## src/rtl/axi_rd_line_master.sv

```systemverilog
// Read-only AXI4 master: turns a single-word or cache-line read request into one AR burst
// and streams the R beats back. Minimal ariane_soc/ariane_axi type packages included for a standalone build.
package ariane_soc;
    localparam int unsigned IdWidth = 4;
endpackage

package ariane_axi;
    localparam int unsigned IdWidth = ariane_soc::IdWidth;

    typedef enum logic {SINGLE_REQ, CACHE_LINE_REQ} ad_req_t;

    typedef struct packed {
        logic [IdWidth-1:0] id;
        logic [63:0]        addr;
        logic [7:0]         len;
        logic [2:0]         size;
        logic [1:0]         burst;
        logic               lock;
        logic [3:0]         cache;
        logic [2:0]         prot;
        logic [3:0]         qos;
        logic [3:0]         region;
        logic [5:0]         atop;
        logic               user;
    } aw_chan_t;

    typedef struct packed {
        logic [63:0] data;
        logic [7:0]  strb;
        logic        last;
        logic        user;
    } w_chan_t;

    typedef struct packed {
        logic [IdWidth-1:0] id;
        logic [1:0]         resp;
        logic               user;
    } b_chan_t;

    typedef struct packed {
        logic [IdWidth-1:0] id;
        logic [63:0]        addr;
        logic [7:0]         len;
        logic [2:0]         size;
        logic [1:0]         burst;
        logic               lock;
        logic [3:0]         cache;
        logic [2:0]         prot;
        logic [3:0]         qos;
        logic [3:0]         region;
        logic               user;
    } ar_chan_t;

    typedef struct packed {
        logic [IdWidth-1:0] id;
        logic [63:0]        data;
        logic [1:0]         resp;
        logic               last;
        logic               user;
    } r_chan_t;

    typedef struct packed {
        aw_chan_t aw;
        logic     aw_valid;
        w_chan_t  w;
        logic     w_valid;
        logic     b_ready;
        ar_chan_t ar;
        logic     ar_valid;
        logic     r_ready;
    } req_t;

    typedef struct packed {
        logic    aw_ready;
        logic    ar_ready;
        logic    w_ready;
        logic    b_valid;
        b_chan_t b;
        logic    r_valid;
        r_chan_t r;
    } resp_t;
endpackage

module axi_rd_line_master #(
    parameter int unsigned                    LINE_WORDS = 4,
    parameter logic [ariane_soc::IdWidth-1:0] AXI_ID     = '0
) (
    input  logic                            clk_i,
    input  logic                            rst_ni,
    input  logic                            req_i,
    input  ariane_axi::ad_req_t             type_i,
    input  logic [63:0]                     addr_i,
    output logic                            gnt_o,
    output logic                            valid_o,
    output logic [63:0]                     rdata_o,
    output logic [$clog2(LINE_WORDS)-1:0]   beat_o,
    output logic                            last_o,
    output logic                            err_o,
    output ariane_axi::req_t                axi_req_o,
    input  ariane_axi::resp_t               axi_resp_i
);
    localparam int unsigned BW  = $clog2(LINE_WORDS);
    localparam int unsigned OFF = BW + 3;

    typedef enum logic [1:0] {IDLE, AR, RDATA} state_e;

    state_e        state_q, state_d;
    logic [63:0]   addr_q, addr_d;
    logic [7:0]    len_q, len_d;
    logic [BW-1:0] cnt_q, cnt_d;
    logic          ar_hs, r_beat;

    always_ff @(posedge clk_i or negedge rst_ni) begin
        if (!rst_ni) begin
            state_q <= IDLE;
            addr_q  <= '0;
            len_q   <= '0;
            cnt_q   <= '0;
        end else begin
            state_q <= state_d;
            addr_q  <= addr_d;
            len_q   <= len_d;
            cnt_q   <= cnt_d;
        end
    end

    always_comb begin
        state_d = state_q;
        addr_d  = addr_q;
        len_d   = len_q;
        cnt_d   = cnt_q;
        ar_hs   = 1'b0;
        r_beat  = 1'b0;
        unique case (state_q)
            IDLE: begin
                if (req_i) begin
                    state_d = AR;
                    if (type_i == ariane_axi::CACHE_LINE_REQ) begin
                        addr_d = {addr_i[63:OFF], OFF'(0)};
                        len_d  = 8'(LINE_WORDS - 1);
                    end else begin
                        addr_d = addr_i;
                        len_d  = 8'd0;
                    end
                end
            end
            AR: begin
                ar_hs = axi_resp_i.ar_ready;
                if (ar_hs) state_d = RDATA;
            end
            RDATA: begin
                r_beat = axi_resp_i.r_valid;
                // Only r.last ends the burst; the index saturates on over-long bursts.
                if (r_beat) begin
                    if (axi_resp_i.r.last) begin
                        state_d = IDLE;
                        cnt_d   = '0;
                    end else if (cnt_q != BW'(LINE_WORDS - 1)) begin
                        cnt_d = cnt_q + 1'b1;
                    end
                end
            end
            default: state_d = IDLE;
        endcase
    end

    assign gnt_o   = ar_hs;
    assign valid_o = r_beat;
    assign rdata_o = r_beat ? axi_resp_i.r.data : '0;
    assign err_o   = r_beat & axi_resp_i.r.resp[1];
    assign last_o  = r_beat & axi_resp_i.r.last;
    assign beat_o  = cnt_q;

    // Valid/ready come straight from the state register so reset drops them asynchronously.
    always_comb begin
        axi_req_o          = '0;
        axi_req_o.b_ready  = 1'b1;
        axi_req_o.ar_valid = (state_q == AR);
        axi_req_o.r_ready  = (state_q == RDATA);
        axi_req_o.ar.id    = AXI_ID;
        axi_req_o.ar.addr  = addr_q;
        axi_req_o.ar.len   = len_q;
        axi_req_o.ar.size  = 3'd3;
        axi_req_o.ar.burst = 2'b01;
    end

    logic unused_resp;
    assign unused_resp = ^{axi_resp_i.aw_ready, axi_resp_i.w_ready, axi_resp_i.b_valid,
                           axi_resp_i.b, axi_resp_i.r.id, axi_resp_i.r.resp[0], axi_resp_i.r.user};
endmodule

```

## config.mk

```make
export PLATFORM = sky130hd
export DESIGN_NAME = axi_rd_line_master
export DESIGN_NICKNAME = d
export VERILOG_FILES = /design/src/rtl/axi_rd_line_master.sv
export SDC_FILE = /design/constraint.sdc
export NUM_CORES = 1
export LEC_CHECK = 0
export CAP_MARGIN = 20
export CORE_AREA = 2 2 194 196
export CTS_CLUSTER_DIAMETER = 30
export DETAILED_ROUTE_END_ITERATION = 6
export DIE_AREA = 0 0 196 198
export PLACE_DENSITY = 0.55
export SETUP_SLACK_MARGIN = 0.4
export SYNTH_ARGS = -nofsm -noshare
export SYNTH_HDL_FRONTEND = slang
export SYNTH_SLANG_ARGS = --single-unit
```

## constraint.sdc

```tcl
create_clock -name clk_i -period 1.81 [get_ports clk_i]
set_input_delay 0.181 -clock clk_i [delete_from_list [all_inputs] [get_ports clk_i]]
set_output_delay 0.181 -clock clk_i [all_outputs]
set_load 0.005 [all_outputs]
```

==> summary.md <==
| Metric | Value |
|---|---|
| Post-synth EDFFs | 0 |
| Mean Syn Cell Area | 10.9 um2 |
| Nets | 945 |
| Fin worst setup slack | -0.0581 ns |
| Setup violators final | 33 |
| Power per cell area | around 1200 nW/um2 |
| Clock sinks | 69 |
| Synthesized area | 5030 um2 |
| Grt total ovfl | 0 |
| Gp weighted congestion | around 0.68 |
| # IOs | 503 |
| Die ar. | 38,800 um2 |
| CP required | 2.04 ns |
| Power Internal | roughly 7.7 mW |
| Cells after Synth | about 460 |
| Final Hold Vio Count | 0 |
| Largest net degree at the start of global routing | 37 |
| Initial antenna violation count | 5 |
| H-tree levels | 3 |
| Gate power share | 0.570 |
| DRT Pass-1 Iters | 4 |
| Max Slew Vio Count | 0 |
| Status | finished, violations left |
| Async set or reset register ratio after synthesis | 1.00 |
| Post-route ant nets | 0 |
| Commonest non-fill, non-tap cells in the layout | conb_1 (213), clkdlybuf4s50_1 (153), buf_6 (87), dfrtp_1 (69), and2_4 (62) |
| Clock power frac | 0.172 |
| Net Switching | 3.06 mW |
| Die Y-Extent | 198 um |
| Number of port buffers | 273 |
| CTS tree | yes |
| Fin crit share | 1.03 |
| CP Capture Type | flip-flop |
| Layout cells sized above 1 | 0.353 |
| Starting density of the core | 0.136 |
| Failing checks | setup timing |
| Max Cap Viol | 0 |
| Antenna fix cells | 0 |
| Core occupancy in the finished layout | 0.242 |
| Worst hold path type | in -> async |
| Via count of the first global-routing pass | 3,436 |
| Register area share after synthesis | 0.343 |
| Final min period | 1.87 ns |
| TNS Setup | -1.19 ns |
| Final Skew | 0.00760 ns |
| Peak VDD IR | roughly 0.46 mV |
| Final WL | approximately 16 mm |
| Core area | 37,000 um2 |
| Chip width | roughly 200 um |
| Clk Latency, worst-skew pair | between 0.3 and 0.4 ns |
| Commonest non-fill, non-tap cell in the layout | conb_1 |
| Setup CP Type | reg -> reg |
| Synth warn | 0 |
| Leak | 4.59 nW |
| Hpwl dp | 11.4 mm |
| Tot Pwr | 10.8 mW |
| DR iter-0 viols | 43 |
| Drt wl/cell | approximately 13 um |
| Drt via density | about 2.9 |
| Root Driver | clkbuf_16 |
| Worst setup SP type | flip-flop |
| Post-synth top flop | dfrtp_1 |
| DRC errors left | 0 |
| Post-synth cell types | 25 |
| Layout overhead on the synthesized area | 77.7% |
| RSZ-0062 raised after global routing | true |
| CTS max path bufs | 2 |
| Number of synthesized register bits | 69 |
| Max Freq | between 0.5 and 0.6 GHz |
| Total GRT Usage | 0.0762 |
| DR vias | approximately 3,700 |
| Crit path DAT | ~2.1 ns |
| Sw Ratio | 0.285 |
| Worst Path Max Fanout | 6 |
| Rows | around 70 |
| Sequential share of power | 0.258 |
| Global-route wire length before repair | roughly 22 mm |
| Clock transition at path regs | 0.06 ns |
| Num CTS Buffers | 9 |
==> metrics by stage <==
stage	hold slack, ns	setup slack (ns)	area, um2	cells
after floorplan	-0.115	0.333	5820	674
after detailed placement	0.182	-0.307	7510	1203
after global placement	0.181	-0.269	7510	1203
after global routing	0.386	-0.105	8930	1271
after CTS	0.350	-0.0508	8640	1261
final	0.345	-0.0581	8930	1271
==> cells in the mapped netlist, types with 2 or more instances <==
master,count,area (um2)
buf_2,2,10.0
nor2b_1,2,12.5
nor2_1,2,7.51
and2_1,66,413
buf_12,6,120
nand2_1,9,33.8
mux2i_1,2,20.0
inv_1,2,7.51
clkbuf_1,7,26.3
conb_1,2,7.51
o21ai_0,5,25.0
nand2b_1,5,31.3
dfrtp_1,69,1730
buf_4,214,1610
mux2_4,60,901
==> logic make-up after synthesis <==
kind of cell / synth area share
simple gates: 0.107
fa+ha+maj: 0.00249
buf+inv: 0.354
flops: 0.343
other cells: 0.00149
compound gates: 0.00796
mux: 0.183
==> per-layer routing <==
layer | GRT usage | wire, um | up-vias
met3 | 0.0273 | 1680 | 22
li1 | - | - | 1703
met1 | 0.0953 | 6680 | 1733
met4 | 0.0244 | 182 | 10
met2 | 0.122 | 7580 | 245
met5 | 0 | 60 | -
==> flip-flops by register name, indices dropped and copies added, names as in the netlist <==
signal   count
state_q      2
addr_q      64
len_q        1
beat_o       2
==> layout make-up <==
type	count	area, um2
multi-input combinational	373	2510
sequential	69	1730
clock inverter	3	42.5
timing repair buffer	337	3780
fill	3971	28000
clock buffer	13	270
inverter	2	7.51
tap	474	593
==> critical path, stage by stage (launching register included) <==
cell and delay, ns:
dfrtp_1 0.39, buf_6 0.12, buf_6 0.10, or3b_4 0.41, buf_12 0.16, buf_8 0.13, buf_16 0.14, mux2_4 0.29
==> power by group through the flow <==
stage               logic, mW  registers [mW]  clock network [mW]
finish                   6.14            2.77                1.85
CTS                      6.01            2.79                1.92
global route             6.54            2.87                1.98
global placement         4.80            2.78                   0
detailed placement       4.80            2.83                   0
floorplan                2.50            2.84                   0
==> timing repair <==
item                       4_1_cts  5_1_grt
pin swaps                       66        4
hold endpoints to repair        33        0
setup endpoints to repair      158      165
resized for setup              455       65
cloned                          13        0
buffers inserted                28       10
hold buffers                     1        0
==> worst paths after layout <==
check | start | end | slack, ns | cells past startpoint
setup / recovery | state_q[1] | addr_q[13] | -0.06 | 7
hold / removal | rst_ni | addr_q[40] | 0.35 | 2
setup reg to reg | state_q[1] | addr_q[13] | -0.06 | 7
hold reg to reg | addr_q[4] | addr_q[4] | 0.48 | 2
max in group asynchronous | rst_ni | addr_q[24] | 0.86 | 3
min in group clk_i | addr_i[0] | addr_q[0] | 0.40 | 3
Note: power is estimated with default switching activity, not from simulation.
